## config.mk

```make
export PLATFORM = sky130hd
export DESIGN_NAME = dac_spi_tx_flat
export DESIGN_NICKNAME = d
export VERILOG_FILES = /design/src/rtl/dac_spi_pkg.sv /design/src/rtl/dac_spi_tx_if.sv /design/src/rtl/sck_tick_gen.sv /design/src/rtl/dac_spi_tx.sv /design/src/flat_wrapper.sv
export SDC_FILE = /design/constraint.sdc
export NUM_CORES = 1
export LEC_CHECK = 0
export ABC_AREA = 1
export CAP_MARGIN = 5
export CELL_PAD_IN_SITES_DETAIL_PLACEMENT = 0
export CELL_PAD_IN_SITES_GLOBAL_PLACEMENT = 1
export CORE_UTILIZATION = 36
export DETAILED_ROUTE_END_ITERATION = 7
export HOLD_SLACK_MARGIN = 0.15
export PLACE_DENSITY_LB_ADDON = 0.2
export SLEW_MARGIN = 20
export SYNTH_ARGS = -nofsm -noshare
export SYNTH_HDL_FRONTEND = slang
export SYNTH_HIERARCHICAL = 1
export SYNTH_SLANG_ARGS = --single-unit
export TNS_END_PERCENT = 1
```

## constraint.sdc

```tcl
create_clock -name sysclk -period 1.9 [get_ports sysclk]
set_clock_uncertainty 0.2 [all_clocks]
set_input_delay 0.38 -clock sysclk [delete_from_list [all_inputs] [get_ports sysclk]]
set_output_delay 0.38 -clock sysclk [all_outputs]
set_load 0.05 [all_outputs]
```

## src/rtl/dac_spi_pkg.sv

```systemverilog
`default_nettype none
// +----------------------------------------------------------------------+
// | dac_spi_pkg : shared types and frame layout for the DAC SPI transmit  |
// | Revision    : 1.0                                                     |
// +----------------------------------------------------------------------+
package dac_spi_pkg;

    typedef enum logic [2:0] {
        ST_IDLE  = 3'd0,
        ST_SETUP = 3'd1,
        ST_SHIFT = 3'd2,
        ST_HOLD  = 3'd3,
        ST_LDAC  = 3'd4
    } state_t;

    localparam int FRAME_W      = 16;
    localparam int DATA_W       = 10;
    localparam int BIT_CNT_W    = 5;
    localparam int POS_BUF      = 14;
    localparam int POS_GA_N     = 13;
    localparam int POS_SHDN_N   = 12;
    localparam int POS_DATA_LSB = 2;
    localparam logic [POS_DATA_LSB-1:0] FRAME_PAD = 2'b00;

    // MCP4911 write command: bit 15 selects the DAC register and is always 0.
    function automatic logic [FRAME_W-1:0] build_frame(
        input logic              cfg_buf,
        input logic              cfg_ga_n,
        input logic              cfg_shdn_n,
        input logic [DATA_W-1:0] data
    );
        logic [FRAME_W-1:0] f;
        f                            = '0;
        f[POS_BUF]                   = cfg_buf;
        f[POS_GA_N]                  = cfg_ga_n;
        f[POS_SHDN_N]                = cfg_shdn_n;
        f[POS_DATA_LSB +: DATA_W]    = data;
        f[POS_DATA_LSB-1:0]          = FRAME_PAD;
        return f;
    endfunction

endpackage
`default_nettype wire

```

## src/rtl/dac_spi_tx_if.sv

```systemverilog
`default_nettype none
// +----------------------------------------------------------------------+
// | dac_spi_tx_if : sample input and DAC pin bundle for dac_spi_tx        |
// | Revision      : 1.0                                                   |
// +----------------------------------------------------------------------+
interface dac_spi_tx_if;
    import dac_spi_pkg::*;

    logic [DATA_W-1:0] data_in;
    logic              load;
    logic              dac_sck;
    logic              dac_cs_n;
    logic              dac_sdi;
    logic              dac_ld_n;
    logic              busy;
    logic              overrun;

    modport master (
        input  data_in, load,
        output dac_sck, dac_cs_n, dac_sdi, dac_ld_n, busy, overrun
    );

    modport slave (
        output data_in, load,
        input  dac_sck, dac_cs_n, dac_sdi, dac_ld_n, busy, overrun
    );
endinterface
`default_nettype wire

```

## src/rtl/sck_tick_gen.sv

```systemverilog
`default_nettype none
// +----------------------------------------------------------------------+
// | sck_tick_gen : one-cycle tick every CLK_DIV sysclk cycles while en    |
// | Revision     : 1.0                                                    |
// +----------------------------------------------------------------------+
module sck_tick_gen #(
    parameter int CLK_DIV = 25
) (
    input  logic sysclk,
    input  logic rst_n,
    input  logic en,
    output logic tick
);
    localparam int                c_cnt_w = (CLK_DIV > 1) ? $clog2(CLK_DIV) : 1;
    localparam logic [c_cnt_w-1:0] c_last = c_cnt_w'(CLK_DIV - 1);

    logic [c_cnt_w-1:0] r_div_cnt;

    // Held at zero while disabled so every frame starts on a full tick.
    always_ff @(posedge sysclk) begin
        if (!rst_n) begin
            r_div_cnt <= '0;
        end else if (!en || (r_div_cnt == c_last)) begin
            r_div_cnt <= '0;
        end else begin
            r_div_cnt <= r_div_cnt + c_cnt_w'(1);
        end
    end

    assign tick = en && (r_div_cnt == c_last);
endmodule
`default_nettype wire

```

## src/rtl/dac_spi_tx.sv

```systemverilog
`default_nettype none
// +----------------------------------------------------------------------+
// | dac_spi_tx : serialises 10-bit samples to an MCP4911-class SPI DAC    |
// | Option     : DAC_SPI_SKID_EN adds a one-entry sample holding register |
// | Revision   : 1.0                                                      |
// +----------------------------------------------------------------------+
module dac_spi_tx
    import dac_spi_pkg::*;
#(
    parameter int   CLK_DIV    = 25,
    parameter logic CFG_BUF    = 1'b0,
    parameter logic CFG_GA_N   = 1'b1,
    parameter logic CFG_SHDN_N = 1'b1
) (
    input  logic         sysclk,
    input  logic         rst_n,
    dac_spi_tx_if.master bus
);
    localparam logic [BIT_CNT_W-1:0] c_last_bit = BIT_CNT_W'(FRAME_W);

    state_t               r_state, w_state_nxt;
    logic [FRAME_W-1:0]   r_shift, w_shift_nxt;
    logic [BIT_CNT_W-1:0] r_bit_cnt, w_bit_cnt_nxt;
    logic                 r_sck, w_sck_nxt;
    logic                 r_cs_n, w_cs_n_nxt;
    logic                 r_ld_n, w_ld_n_nxt;
    logic                 r_busy, w_busy_nxt;
    logic                 r_overrun, w_overrun_nxt;
    logic                 w_tick, w_tick_en, w_start;
    logic [FRAME_W-1:0]   w_new_frame, w_start_frame;

`ifdef DAC_SPI_SKID_EN
    logic                 r_hold_vld, w_hold_vld_nxt;
    logic [FRAME_W-1:0]   r_hold_frame, w_hold_frame_nxt;
`else
`endif

    assign w_new_frame = build_frame(CFG_BUF, CFG_GA_N, CFG_SHDN_N, bus.data_in);
    assign w_tick_en   = (r_state != ST_IDLE);

    sck_tick_gen #(.CLK_DIV(CLK_DIV)) u_tick_gen (
        .sysclk (sysclk),
        .rst_n  (rst_n),
        .en     (w_tick_en),
        .tick   (w_tick)
    );

    always_comb begin
        w_state_nxt   = r_state;
        w_shift_nxt   = r_shift;
        w_bit_cnt_nxt = r_bit_cnt;
        w_sck_nxt     = r_sck;
        w_cs_n_nxt    = r_cs_n;
        w_ld_n_nxt    = r_ld_n;
        w_busy_nxt    = r_busy;
        w_overrun_nxt = r_overrun;
        w_start       = 1'b0;
        w_start_frame = w_new_frame;
`ifdef DAC_SPI_SKID_EN
        w_hold_vld_nxt   = r_hold_vld;
        w_hold_frame_nxt = r_hold_frame;
        // Busy includes the last LDAC cycle; the newest sample always wins.
        if (r_busy && bus.load) begin
            if (r_hold_vld) begin
                w_overrun_nxt = 1'b1;
            end
            w_hold_vld_nxt   = 1'b1;
            w_hold_frame_nxt = w_new_frame;
        end
`else
        if (r_busy && bus.load) begin
            w_overrun_nxt = 1'b1;
        end
`endif

        case (r_state)
            ST_IDLE: begin
                if (bus.load) begin
                    w_start = 1'b1;
                end
            end
            ST_SETUP: begin
                if (w_tick) begin
                    w_state_nxt = ST_SHIFT;
                    w_sck_nxt   = 1'b1;
                end
            end
            ST_SHIFT: begin
                // The extra low half-period after the last fall gives CS_n hold time.
                if (w_tick) begin
                    if (r_sck) begin
                        w_sck_nxt     = 1'b0;
                        w_bit_cnt_nxt = r_bit_cnt + BIT_CNT_W'(1);
                        w_shift_nxt   = {r_shift[FRAME_W-2:0], 1'b0};
                    end else if (r_bit_cnt == c_last_bit) begin
                        w_state_nxt = ST_HOLD;
                        w_cs_n_nxt  = 1'b1;
                    end else begin
                        w_sck_nxt = 1'b1;
                    end
                end
            end
            ST_HOLD: begin
                if (w_tick) begin
                    w_state_nxt = ST_LDAC;
                    w_ld_n_nxt  = 1'b0;
                end
            end
            ST_LDAC: begin
                if (w_tick) begin
                    w_state_nxt = ST_IDLE;
                    w_ld_n_nxt  = 1'b1;
                    w_busy_nxt  = 1'b0;
`ifdef DAC_SPI_SKID_EN
                    if (r_hold_vld || bus.load) begin
                        w_start        = 1'b1;
                        w_start_frame  = bus.load ? w_new_frame : r_hold_frame;
                        w_hold_vld_nxt = 1'b0;
                    end
`else
`endif
                end
            end
            default: begin
                w_state_nxt = ST_IDLE;
            end
        endcase

        if (w_start) begin
            w_state_nxt   = ST_SETUP;
            w_shift_nxt   = w_start_frame;
            w_bit_cnt_nxt = '0;
            w_sck_nxt     = 1'b0;
            w_cs_n_nxt    = 1'b0;
            w_ld_n_nxt    = 1'b1;
            w_busy_nxt    = 1'b1;
        end
    end

    always_ff @(posedge sysclk) begin
        if (!rst_n) begin
            r_state   <= ST_IDLE;
            r_shift   <= '0;
            r_bit_cnt <= '0;
            r_sck     <= 1'b0;
            r_cs_n    <= 1'b1;
            r_ld_n    <= 1'b1;
            r_busy    <= 1'b0;
            r_overrun <= 1'b0;
        end else begin
            r_state   <= w_state_nxt;
            r_shift   <= w_shift_nxt;
            r_bit_cnt <= w_bit_cnt_nxt;
            r_sck     <= w_sck_nxt;
            r_cs_n    <= w_cs_n_nxt;
            r_ld_n    <= w_ld_n_nxt;
            r_busy    <= w_busy_nxt;
            r_overrun <= w_overrun_nxt;
        end
    end

`ifdef DAC_SPI_SKID_EN
    always_ff @(posedge sysclk) begin
        if (!rst_n) begin
            r_hold_vld   <= 1'b0;
            r_hold_frame <= '0;
        end else begin
            r_hold_vld   <= w_hold_vld_nxt;
            r_hold_frame <= w_hold_frame_nxt;
        end
    end
`else
`endif

    assign bus.dac_sck  = r_sck;
    assign bus.dac_cs_n = r_cs_n;
    assign bus.dac_sdi  = r_shift[FRAME_W-1];
    assign bus.dac_ld_n = r_ld_n;
    assign bus.busy     = r_busy;
    assign bus.overrun  = r_overrun;
endmodule
`default_nettype wire

```

## src/flat_wrapper.sv

```systemverilog
// flat-port wrapper written by rule: the top's interface ports become plain ports
module dac_spi_tx_flat import dac_spi_pkg::*;
#(
    parameter int   CLK_DIV    = 25,
    parameter logic CFG_BUF    = 1'b0,
    parameter logic CFG_GA_N   = 1'b1,
    parameter logic CFG_SHDN_N = 1'b1
)
  (sysclk, rst_n, bus_data_in, bus_load, bus_dac_sck, bus_dac_cs_n, bus_dac_sdi, bus_dac_ld_n, bus_busy, bus_overrun);
  dac_spi_tx_if bus_i ();
  input  logic sysclk;
  input  logic rst_n;
  input wire logic [$bits(bus_i.data_in)-1:0] bus_data_in;
  input wire logic [$bits(bus_i.load)-1:0] bus_load;
  output wire logic [$bits(bus_i.dac_sck)-1:0] bus_dac_sck;
  output wire logic [$bits(bus_i.dac_cs_n)-1:0] bus_dac_cs_n;
  output wire logic [$bits(bus_i.dac_sdi)-1:0] bus_dac_sdi;
  output wire logic [$bits(bus_i.dac_ld_n)-1:0] bus_dac_ld_n;
  output wire logic [$bits(bus_i.busy)-1:0] bus_busy;
  output wire logic [$bits(bus_i.overrun)-1:0] bus_overrun;
  assign bus_i.data_in = bus_data_in;
  assign bus_i.load = bus_load;
  assign bus_dac_sck = bus_i.dac_sck;
  assign bus_dac_cs_n = bus_i.dac_cs_n;
  assign bus_dac_sdi = bus_i.dac_sdi;
  assign bus_dac_ld_n = bus_i.dac_ld_n;
  assign bus_busy = bus_i.busy;
  assign bus_overrun = bus_i.overrun;
  dac_spi_tx #(.CLK_DIV(CLK_DIV), .CFG_BUF(CFG_BUF), .CFG_GA_N(CFG_GA_N), .CFG_SHDN_N(CFG_SHDN_N)) u_core (.sysclk(sysclk), .rst_n(rst_n), .bus(bus_i));
endmodule
```

# Yosys cells after proc, flatten, opt, wreduce, memory -nomap -nowiden

Index checks and enable logic that the tools add are counted.

Bits in registers: 32
Bits of input ports: 13
Output and inout bits: 6
Logic and storage cells: 86

$add $sub $neg: 2
Eq/ne operators: 20
Mux-type cells: 28
Bitwise operators: 2
Reduce and logical (&&, ||, !) cells: 23

Operator list:

| operator                                                               | number |
|---|---|
| 14-bit 2-to-1 mux                                                      | 4 |
| 3-bit 2-to-1 mux                                                       | 6 |
| 1-bit 2-to-1 mux                                                       | 15 |
| 3-bit one-hot mux with 5 select lines                                  | 1 |
| 7-bit AND reduction                                                    | 2 |
| 2-bit nonzero test                                                     | 7 |
| 2-bit != test (second input constant)                                  | 6 |
| 3-bit by 2-bit != test with 1-bit output (second input constant)       | 4 |
| 3-bit AND reduction                                                    | 4 |
| 5-bit by 1-bit adder with 5-bit output (second input constant)         | 2 |
| 5-bit equality test (second input constant)                            | 2 |
| 3-bit by 2-bit equality test with 1-bit output (second input constant) | 2 |
| 2-bit by 1-bit != test with 1-bit output (second input constant)       | 2 |
| 1-bit one-hot mux with 2 select lines                                  | 2 |
| 4-bit AND reduction                                                    | 1 |
| 2-bit OR reduction                                                     | 2 |
| 3-bit by 1-bit equality test with 1-bit output (second input constant) | 1 |
| 3-bit equality test (second input constant)                            | 1 |
| 3-bit logical NOT                                                      | 1 |
| 3-bit by 1-bit != test with 1-bit output (second input constant)       | 1 |
| 3-bit != test (second input constant)                                  | 1 |
| 3-bit nonzero test                                                     | 1 |
| 1-bit logical AND                                                      | 2 |
| 1-bit inverter                                                         | 2 |
| 3 further kinds                                                        | 3 |

# Logic depth before layout (Yosys ltp)

Gate-level depths: netlist of the first run.

Depth in word-level cells: 6
Mapped depth: 12
Depth with buffers taken out: 11

# Modules after synthesis

Netlist of the first run, hierarchy kept.

Modules (own cells, without submodules):

| module       | times used | cells an instance | area an instance (µm²) | seq. area each (µm²) |
|---|---|---|---|---|
| dac_spi_tx   | 1          | 190               | 1431.4                 | 540.5 |
| sck_tick_gen | 1          | 38                | 270.3                  | 100.1 |

# Worst setup path after synthesis of the first run

OpenSTA, ideal clock, no wires.

Path kind: reg2reg
Start point: reg u_core.r_state[0]
End point: reg u_core.r_bit_cnt[0]
Library setup time: 0.118 ns
Data arrival time: 1.594 ns
Data required time: 1.582 ns
Path slack: -0.011 ns
Cell stages (with the launch flop): 12
Path buffers: 2
Period minus slack after synthesis: 1.911 ns
Path through: dfxtp_1 > nor2_4 > buf_6 > nand2_4 > inv_1 > nor2_1 > nand2_1 > inv_1 > nand2_4 > buf_6 > o21ai_2 > a21oi_2

Longest elaborated chain between the ends: 3
Elaborated cells on any way between the ends: 7
Classes of those cells: 1 x eq/ne; 1 x mux; 5 x reduce/logical

RTL lines:

| what                          | line               | RTL |
|---|---|---|
| start: declaration            | dac_spi_tx.sv:21   | `state_t r_state, w_state_nxt;` |
| start signal: assignment      | dac_spi_tx.sv:151  | `r_state <= w_state_nxt;` |
| 3-bit nonzero test            | dac_spi_tx.sv:39   | `assign w_tick_en = (r_state != ST_IDLE);` |
| via u_core.w_tick_en          | dac_spi_tx.sv:29   | `logic w_tick, w_tick_en, w_start;` |
| 1-bit logical AND             | sck_tick_gen.sv:30 | `assign tick = en && (r_div_cnt == c_last);` |
| via u_core.w_tick             | dac_spi_tx.sv:29   |  |
| 3-bit AND reduction (no line) | --                 |  |
| end signal: assignment        | dac_spi_tx.sv:153  | `r_bit_cnt <= w_bit_cnt_nxt;` |
| end: declaration              | dac_spi_tx.sv:23   | `logic [BIT_CNT_W-1:0] r_bit_cnt, w_bit_cnt_nxt;` |

The timed path passes the listed nets, and every way through them passes these cells.
A chain may end at the register's enable or synchronous reset.

# Final worst setup path of the first run

Start point: reg u_core.u_tick_gen.r_div_cnt[0]
End point: reg u_core.r_shift[4]

Longest elaborated chain between the ends: 4

RTL lines:

| what                          | line               | RTL |
|---|---|---|
| start: declaration            | sck_tick_gen.sv:17 | `logic [c_cnt_w-1:0] r_div_cnt;` |
| start signal: assignment      | sck_tick_gen.sv:26 | `r_div_cnt <= r_div_cnt + c_cnt_w'(1);` |
| 5-bit equality test           | sck_tick_gen.sv:30 |  |
| 1-bit logical AND             | sck_tick_gen.sv:30 |  |
| via u_core.w_tick             | dac_spi_tx.sv:29   |  |
| 2-bit nonzero test (no line)  | --                 |  |
| 3-bit AND reduction (no line) | --                 |  |
| end signal: assignment        | dac_spi_tx.sv:152  | `r_shift <= w_shift_nxt;` |
| end: declaration              | dac_spi_tx.sv:22   | `logic [FRAME_W-1:0] r_shift, w_shift_nxt;` |

The timed path passes the listed nets, and every way through them passes these cells.

==> flow_summary.yaml, run 1 <==
critical_path:
  crit_chain: "inv_1 -> ha_1 -> nand4_2 -> nor2_2 -> nand2_1 -> inv_1 -> nand2_4 -> buf_4 -> nand3_1 -> a21oi_2"
  max_stage_delay_ns: 0.31
  worst-path-stages: 10
  reg2reg_depth: 10
  rr_startpoint: "u_core/u_tick_gen/r_div_cnt[0]$_SDFF_PP0_"
  start_kind: "flip-flop"
  crit_arrival_ns: 1.74
  required_ns: 1.87
  regToRegSetupSlack_ns: 0.13
  endpoint_kind: "flip-flop"
  critPathBufInv: 3
  cp_top_family: "simple AND/OR/NAND/NOR gates"
  r2r_end: "u_core/r_shift[4]$_SDFFE_PN0P_"
  critPathMaxFanout: 11
  critPathKind: "flip-flop to flip-flop"
  cpMaxStageDelayCell: "dfxtp_1"
  path_common_cell: "inv_1"
cells_and_area:
  final_area_um2: 2080
  nets: 278
  diodes: 0
  areaGrowthSynthToFinish_pct: 22.1
  drive_above_1_share_pct: 24.4
  final_core_util_pct: 46.7
route:
  wirelength_um: 3490
  viasPerCell: 4.64
  wl_per_cell_um: 11.1
  drt_iter0_drc: 42
  firstDrtPassIters: 4
  route.detailed.drc: 0
  ant_nets: 0
  vias: 1456
clocking:
  cts_max_path_buffers: 2
  cts_root_buf: "clkbuf_8"
  postCtsSetupRepairBufs: 0
  htree_levels: 2
  clk_pin_slew_worst_paths_ns: 0.07
  cts_tree: "built"
  cts_resized: 0
  clock_latency_ns: 0.28
  clock-sinks: 32
  holdBufCountCts: 0
  cts_made_buffers: 5
synthesis:
  ys_warn_count: 6
  yosysSeqAreaShare_pct: 37.6
  avgSynthCellArea_um2: 7.46
  synth-seq-cells: 32
  ys_types: 27
  syn_inst: 228
  synth_area_um2: 1700
  syn_nets: 245
sta:
  finalSetupViolations: 0
  fin_tns_setup_ns: 0
  worst_slack_ns: 0.133
  period_share_pct: 93.0
  period_minus_slack_ns: 1.77
  relSlewSlack_pct: 78.1
  timing.fmax_mhz: 566
  rsz0062_at_grt: "no"
  slew_viol_final: 0
  tightest_slew_ns: 0.328
  final-hold-violation-count: 0
placement:
  port_buffers: 18
  place_area_um2: 1990
  place_congestion: 0.832
  post-place-ws_ns: -0.0731
  dp_hpwl_um: 2590
floorplanning:
  dieWidth_um: 70.8
  initial_core_util_pct: 38.3
  die_height_um: 70.8
  die_area_um2: 5010
  rows: 24
  core_area_um2: 4440
  pin_count: 19
grt:
  grt_first_pass_wirelength_um: 6180
  grt_overflow: 0
  grt_use_total_pct: 15.7
  grt_start_max_net_pins: 27
  antenna_found_initial: 0
  grt_pass1_vias: 1381
power_and_ir_drop:
  ir_drop_mv: 0.287
  powerDensity_nw_per_um2: 694
  p_leak_nw: 0.866
worst_hold_path:
  whs_path_depth: 2
  hold_class: "flip-flop to flip-flop"
  worst_hold_startpoint: "u_core/r_shift[14]$_SDFFE_PP0P_"
  min_to: "u_core/r_shift[14]$_SDFFE_PP0P_"
status:
  status: "completed"
job:
  maxCapViolCount: 0
[report_power, final]
| part | internal (mW) | switching, mW | leakage (nW) |
|---|---|---|---|
| combinational | 0.0799 | 0.114 | 0.561 |
| clock | 0.295 | 0.242 | 0.0455 |
| sequential | 0.695 | 0.0138 | 0.260 |
| total | 1.07 | 0.371 | 0.866 |
[logic make-up (layout without fill, tap and decap cells)]
family | count (synthesis) | count (layout) | synth area share (%)
AO/OA/AOI/OAI | 31 | 31 | 11.8
XOR/XNOR | 2 | 2 | 1.03
adder cells (fa/ha/maj) | 4 | 4 | 2.94
buffers and inverters | 34 | 68 | 10.0
flip-flops | 32 | 32 | 37.6
AND/OR/NAND/NOR | 125 | 125 | 36.6
[layout make-up]
type / count / area (um^2)
fill: 481 / 2370
multi-input combinational: 162 / 893
sequential: 32 / 641
timing repair buffer: 34 / 285
inverter: 26 / 103
clock buffer: 8 / 90.1
tap: 52 / 65.1
[metrics by stage]
| step | instances | power, mW | hold slack, ns |
|---|---|---|---|
| finish | 314 | 1.44 | 0.258 |
| global route | 314 | 1.52 | 0.299 |
| CTS | 314 | 1.47 | 0.260 |
| detailed placement | 306 | 0.920 | 0.251 |
| global placement | 306 | 0.920 | 0.248 |
| floorplan | 228 | 0.859 | 0.239 |
[worst reg2reg max path: cells and delay by family, from the launching register on]
family / cells / cell delay [ns]
buf+inv: 3 / 0.34
fa+ha+maj: 1 / 0.18
flops: 1 / 0.31
compound gates: 1 / 0.06
simple gates: 5 / 0.57
[registers in the layout, indices dropped and copies added, names as in the netlist]
name and cells:
u_core/bus.busy 1, u_core/r_bit_cnt 5, u_core/r_state 3, u_core/bus.dac_cs_n 1, u_core/r_shift 14, u_core/bus.dac_ld_n 1
u_core/bus.overrun 1, u_core/u_tick_gen/r_div_cnt 5, u_core/bus.dac_sck 1
[worst max path at each step]
stage                                         startpoint                               end  slack, ns
2_1_floorplan             u_core/r_state[0]$_SDFFE_PN0P_  u_core/r_bit_cnt[0]$_SDFFE_PP0P_       0.07
3_3_place_gp                                    bus_load  u_core/bus.dac_cs_n$_SDFFE_PN1P_      -0.05
3_5_place_dp                                    bus_load  u_core/bus.dac_cs_n$_SDFFE_PN1P_      -0.07
4_1_cts        u_core/u_tick_gen/r_div_cnt[0]$_SDFF_PP0_    u_core/r_shift[4]$_SDFFE_PN0P_       0.11
5_1_grt        u_core/u_tick_gen/r_div_cnt[0]$_SDFF_PP0_   u_core/r_shift[11]$_SDFFE_PN0P_      0.006
6_report       u_core/u_tick_gen/r_div_cnt[0]$_SDFF_PP0_    u_core/r_shift[4]$_SDFFE_PN0P_       0.13
[Yosys cell counts]
library cell | count | area share, %
a21oi_1 | 13 | 3.8
a21oi_2 | 10 | 5.1
buf_2 | 3 | 0.88
buf_4 | 1 | 0.44
buf_6 | 4 | 2.6
clkinv_4 | 1 | 0.51
dfxtp_1 | 32 | 38
ha_1 | 4 | 2.9
inv_1 | 21 | 4.6
inv_2 | 4 | 0.88
nand2_1 | 61 | 13
nand2_2 | 5 | 1.8
nand2_4 | 4 | 2.6
nand3_1 | 22 | 6.5
nand3_4 | 1 | 1.0
nand4_1 | 11 | 4.0
nand4_2 | 1 | 0.74
nor2_1 | 12 | 2.6
nor2_2 | 4 | 1.5
nor2_4 | 1 | 0.66
nor3_1 | 1 | 0.29
nor3_2 | 1 | 0.59
nor3b_2 | 1 | 0.74
o21ai_0 | 2 | 0.59
o21ai_1 | 4 | 1.2
o21ai_2 | 2 | 1.0
xnor2_1 | 2 | 1.0
[cells in the final DEF (no fill, tap or decap)]
cell type / n
nor3b_2: 1
clkbuf_8: 6
a21oi_1: 13
clkdlybuf4s50_1: 12
inv_1: 21
nand4_1: 11
ha_1: 4
clkinv_4: 1
o21ai_0: 2
nor2_1: 11
nor3_1: 1
nor2_2: 5
dfxtp_1: 32
nor3_2: 1
nand3_1: 22
buf_4: 22
xnor2_1: 2
nor2_4: 1
a21oi_2: 10
o21ai_1: 4
nand2_1: 61
nand2_2: 5
clkbuf_1: 2
inv_2: 4
nand3_4: 1
nand4_2: 1
nand2_4: 4
o21ai_2: 2
[metal layers]
metal  vias to the layer above  global-route usage, %  wire length, um
li1                        806                      -                -
met2                        17                   24.9             1520
met1                       627                   20.8             1810
met3                         6                   3.85               93
met5                         -                      0                0
met4                         0                   6.00               60
(Power assumes the default switching activity.)
==> run 2, diff against run 1 <==
==> constraint.sdc (replaced) <==
create_clock -name sysclk -period 1.9 [get_ports sysclk]
set_clock_uncertainty 0.2 [all_clocks]
set_input_delay 0.57 -clock sysclk [delete_from_list [all_inputs] [get_ports sysclk]]
set_output_delay 0.57 -clock sysclk [all_outputs]
set_load 0.05 [all_outputs]
==> run 2 against run 1 <==
Effect of this change: clock power is essentially flat; die area is the same; worst hold slack lost 0.0030 ns; total power grew 2.0%; critical path depth is the same.
==> flow_summary.yaml, run 2 (synthesis gave the netlist of run 1 again) <==
status:
  status: "completed"
route:
  wirelength_um: 3520
  vias: 1495
  route.detailed.drc: 0
  firstDrtPassIters: 4
  viasPerCell: 4.73
  wl_per_cell_um: 11.1
  drt_iter0_drc: 41
  ant_nets: 0
critical_path:
  critPathMaxFanout: 13
  crit_chain: "inv_1 -> ha_1 -> nand4_2 -> nor2_2 -> nand2_1 -> inv_1 -> nand2_4 -> buf_4 -> nand3_1 -> a21oi_2"
  critPathBufInv: 3
  required_ns: 1.85
  cp_top_family: "simple AND/OR/NAND/NOR gates"
  cpMaxStageDelayCell: "dfxtp_1"
  endpoint_kind: "flip-flop"
  max_stage_delay_ns: 0.31
  critPathKind: "flip-flop to flip-flop"
  crit_arrival_ns: 1.74
  start_kind: "flip-flop"
  path_common_cell: "inv_1"
cells_and_area:
  reg_top3: "u_core/r_shift x14, u_core/r_bit_cnt x5, u_core/u_tick_gen/r_div_cnt x5"
  drive_above_1_share_pct: 25.4
  layout_common_cells: "nand2_1, dfxtp_1, nand3_1, inv_1, buf_4"
  areaGrowthSynthToFinish_pct: 28.6
  final_common_cell: "nand2_1"
  final_core_util_pct: 49.2
  largest_reg_flops: 14
  multi_input_area_um2: 902
  final.fill_count: 461
  fin_cells: 316
  nets: 280
  seq_area_um2: 641
  diodes: 0
  regMostFlops: "u_core/r_shift"
placement:
  port_buffers: 18
  place_congestion: 0.757
  dp_hpwl_um: 2590
  dp.cells: 308
grt:
  antenna_found_initial: 0
  grt_start_max_net_pins: 23
  grt_use_total_pct: 15.8
  top_usage_layer: "met2"
  grt_first_pass_wirelength_um: 6110
  grt_use_met1_pct: 20.7
  grt_overflow: 0
  met3_usage_pct: 4.56
  use_met2_pct: 23.8
  grt_pass1_vias: 1345
clocking:
  htree_levels: 2
  clk_pin_slew_worst_paths_ns: 0.07
  cts_made_buffers: 5
  postCtsSetupRepairBufs: 0
  cts_max_path_buffers: 2
  cts_root_buf: "clkbuf_8"
  clock_latency_ns: 0.28
  cts_tree: "built"
  cts_resized: 0
  holdBufCountCts: 0
  clock-sinks: 32
floorplanning:
  rows: 24
  pin_count: 19
  die_area_um2: 5010
  core_area_um2: 4440
  dieWidth_um: 70.8
  die_height_um: 70.8
  initial_core_util_pct: 38.3
sta:
  period_minus_slack_ns: 1.79
  finalSetupViolations: 0
  tightest_slew_ns: 0.601
  final-hold-violation-count: 0
  slew_viol_final: 0
  timing.fmax_mhz: 559
  period_share_pct: 94.2
  rsz0062_at_grt: "yes"
  relSlewSlack_pct: 59.9
worst_hold_path:
  hold_class: "flip-flop to flip-flop"
job:
  maxCapViolCount: 0
power_and_ir_drop:
  ir_drop_mv: 0.255
  p_leak_nw: 0.907
  powerDensity_nw_per_um2: 672
[run 2: cell count changes in the layout (fill, tap and decap cells not counted)]
cell	change
buf_12	+7
buf_4	-5
nor2_2	-1
nor2_4	+1
o21ai_1	-1
o21ai_2	+1
[run 2: worst reg2reg max path, stage by stage, from the launching register on]
cell and delay (ns):
dfxtp_1 0.31, inv_1 0.05, ha_1 0.18, nand4_2 0.14, nor2_2 0.12, nand2_1 0.08, inv_1 0.10, nand2_4 0.13
buf_4 0.20, nand3_1 0.09, a21oi_2 0.06
[run 2: power breakdown]
part	internal [mW]	switching, mW
Sequential	0.695	0.0164
Clock	0.295	0.246
Combinational	0.102	0.116
Total	1.09	0.378
[run 2: final cells by class]
type | count | area share (%)
Multi-Input combinational cell | 162 | 41.2
Clock buffer | 8 | 4.12
Sequential cell | 32 | 29.3
Tap cell | 52 | 2.97
Timing Repair Buffer | 36 | 17.7
Inverter | 26 | 4.69
[run 2: stage by stage]
stage          hold slack [ns]  power (mW)  setup TNS [ns]  cell area [um^2]  setup WS, ns
2_1_floorplan            0.239       0.859               0              1700        0.0685
3_3_place_gp             0.248       0.945          -0.952              2090       -0.0755
3_5_place_dp             0.251       0.945           -1.16              2090       -0.0881
4_1_cts                  0.261        1.50               0              2180        0.0839
5_1_grt                  0.291        1.54          -0.374              2190       -0.0475
6_report                 0.255        1.47               0              2190         0.111
[run 2: per-layer routing]
layer  wire, um  up-vias
met2       1550       28
li1           -      809
met1       1740      650
met3        138        8
met4         90        0
met5          0        -
[run 2: final timing paths]
check,from,to,slack [ns],cells past startpoint
max,u_core/u_tick_gen/r_div_cnt[0]$_SDFF_PP0_,u_core/r_shift[6]$_SDFFE_PN0P_,0.11,10
min,u_core/r_shift[14]$_SDFFE_PP0P_,u_core/r_shift[14]$_SDFFE_PP0P_,0.25,2
min reg2reg,u_core/r_shift[14]$_SDFFE_PP0P_,u_core/r_shift[14]$_SDFFE_PP0P_,0.25,2
max reg2reg,u_core/u_tick_gen/r_div_cnt[0]$_SDFF_PP0_,u_core/r_shift[6]$_SDFFE_PN0P_,0.11,10
==> run 3, diff against run 2 <==
--- a/config.mk
+++ b/config.mk
@@ -9,6 +9,7 @@
 export CAP_MARGIN = 5
 export CELL_PAD_IN_SITES_DETAIL_PLACEMENT = 0
 export CELL_PAD_IN_SITES_GLOBAL_PLACEMENT = 1
+export CORE_MARGIN = 2
 export CORE_UTILIZATION = 36
 export DETAILED_ROUTE_END_ITERATION = 7
 export HOLD_SLACK_MARGIN = 0.15
==> run 3 against run 2 <==
Effect of this change: total power up 1.1%; sequential power about the same; count of clock-buffer cells in the layout unchanged; critical path type is now input port to flip-flop; largest power group unchanged; utilization down 1.1 points; cell count unchanged; non-clock buffer count down 2; highest routed layer unchanged; combinational power up 7%; via count up 2.9%; flip-flop and latch count unchanged; die area up 5.7%.
==> flow_summary.yaml, run 3 (synthesis gave the netlist of run 1 again) <==
status:
  status: "completed"
grt:
  grt_first_pass_wirelength_um: 6110
  antenna_found_initial: 0
  grt_pass1_vias: 1427
  grt_overflow: 0
  grt_use_total_pct: 15.1
  grt_start_max_net_pins: 18
critical_path:
  critPathMaxFanout: 17
  rr_startpoint: "u_core/u_tick_gen/r_div_cnt[1]$_SDFF_PP0_"
  required_ns: 1.88
  start_kind: "input port"
  critPathKind: "input port to flip-flop"
  critPathLaunch: "bus_load"
  crit_arrival_ns: 1.81
  endpoint_kind: "flip-flop"
clocking:
  cts_made_buffers: 5
  cts_tree: "built"
  clock_latency_ns: 0.28
  clk_pin_slew_worst_paths_ns: 0.07
  htree_levels: 2
  cts_root_buf: "clkbuf_8"
  clock-sinks: 32
  cts_max_path_buffers: 2
  postCtsSetupRepairBufs: 0
route:
  vias: 1538
  viasPerCell: 4.87
  route.detailed.drc: 0
  wl_per_cell_um: 11.5
  ant_nets: 0
  wirelength_um: 3630
  drt_iter0_drc: 45
  firstDrtPassIters: 4
sta:
  tightest_slew_ns: 0.300
  period_minus_slack_ns: 1.83
  period_share_pct: 96.1
  relSlewSlack_pct: 79.9
  timing.fmax_mhz: 548
  final-hold-violation-count: 0
  slew_viol_final: 0
  rsz0062_at_grt: "no"
  finalSetupViolations: 0
cells_and_area:
  final_area_um2: 2230
  nets: 278
  final.fill_count: 460
  areaGrowthSynthToFinish_pct: 31.1
  largest_reg_flops: 14
  final_common_cell: "nand2_1"
  layout_common_cells: "nand2_1, dfxtp_1, nand3_1, inv_1"
  drive_above_1_share_pct: 26.7
  reg_top3: "u_core/r_shift x14, u_core/r_bit_cnt x5, u_core/u_tick_gen/r_div_cnt x5"
  diodes: 0
  fin_cells: 316
  regMostFlops: "u_core/r_shift"
power_and_ir_drop:
  powerDensity_nw_per_um2: 666
  ir_drop_mv: 0.488
  p_leak_nw: 0.883
floorplanning:
  core_area_um2: 4630
  initial_core_util_pct: 36.8
  pin_count: 19
  die_area_um2: 5290
  rows: 25
  dieWidth_um: 72.8
  die_height_um: 72.8
placement:
  dp.cells: 308
  place_congestion: 0.772
  place_area_um2: 2080
  dp_hpwl_um: 2690
  port_buffers: 18
worst_hold_path:
  worst_hold_startpoint: "u_core/r_shift[14]$_SDFFE_PP0P_"
  hold_class: "flip-flop to flip-flop"
job:
  maxCapViolCount: 0
## run 3: cell types whose count changed in the layout (fill, tap and decap cells not counted), sizes merged
cell,delta
buf,-2
## run 3: layer usage
| layer | up-vias | track usage (%) | wire, um |
|---|---|---|---|
| li1 | 808 | - | - |
| met1 | 710 | 17.5 | 1680 |
| met2 | 15 | 26.0 | 1790 |
| met3 | 5 | 4.14 | 95 |
| met4 | 0 | 6.79 | 64 |
| met5 | - | 0 | 0 |
## run 3: final timing paths
kind,end,slack [ns],cells past startpoint
worst min register to register,u_core/r_shift[14]$_SDFFE_PP0P_,0.26,2
worst max-delay path,u_core/r_shift[9]$_SDFFE_PN0P_,0.07,7
worst min-delay path,u_core/r_shift[14]$_SDFFE_PP0P_,0.26,2
worst max register to register,u_core/r_shift[5]$_SDFFE_PN0P_,0.11,10
## run 3: power breakdown
| part | switching, mW | total, mW | internal, mW | leakage [nW] |
|---|---|---|---|---|
| registers | 0.0161 | 0.711 | 0.695 | 0.260 |
| logic | 0.123 | 0.232 | 0.109 | 0.577 |
| clock network | 0.248 | 0.543 | 0.295 | 0.0455 |
| total | 0.387 | 1.49 | 1.10 | 0.883 |
## run 3: layout make-up
cell class / instances / area [um^2] / area share, %
Timing Repair Buffer: 34 / 380 / 17.0
Sequential cell: 32 / 641 / 28.7
Inverter: 26 / 103 / 4.60
Multi-Input combinational cell: 162 / 950 / 42.6
Tap cell: 54 / 67.6 / 3.03
Clock buffer: 8 / 90.1 / 4.04
## run 3: critical path: stages
cell	delay [ns]
clkdlybuf4s50_1	0.52
nand3_4	0.26
buf_4	0.25
nand2_1	0.05
nand2_1	0.04
nand2_1	0.07
a21oi_2	0.05
## run 3: timing repair
item | in CTS | in global routing
hold buffers | 0 | 0
resized for setup | 0 | 13
setup endpoints to repair | 0 | 18
## run 3: per-stage QoR
| stage | hold WS, ns | utilization (%) | worst slack, ns | TNS [ns] | total power [mW] |
|---|---|---|---|---|---|
| finish | 0.260 | 48.2 | 0.0743 | 0 | 1.49 |
| global route | 0.290 | 48.2 | 0.00420 | 0 | 1.55 |
| detailed placement | 0.252 | 44.9 | -0.186 | -3.02 | 0.952 |
| global placement | 0.257 | 44.9 | -0.168 | -2.84 | 0.952 |
| floorplan | 0.239 | - | 0.0685 | 0 | 0.859 |
| CTS | 0.263 | 46.8 | 0.0400 | 0 | 1.50 |
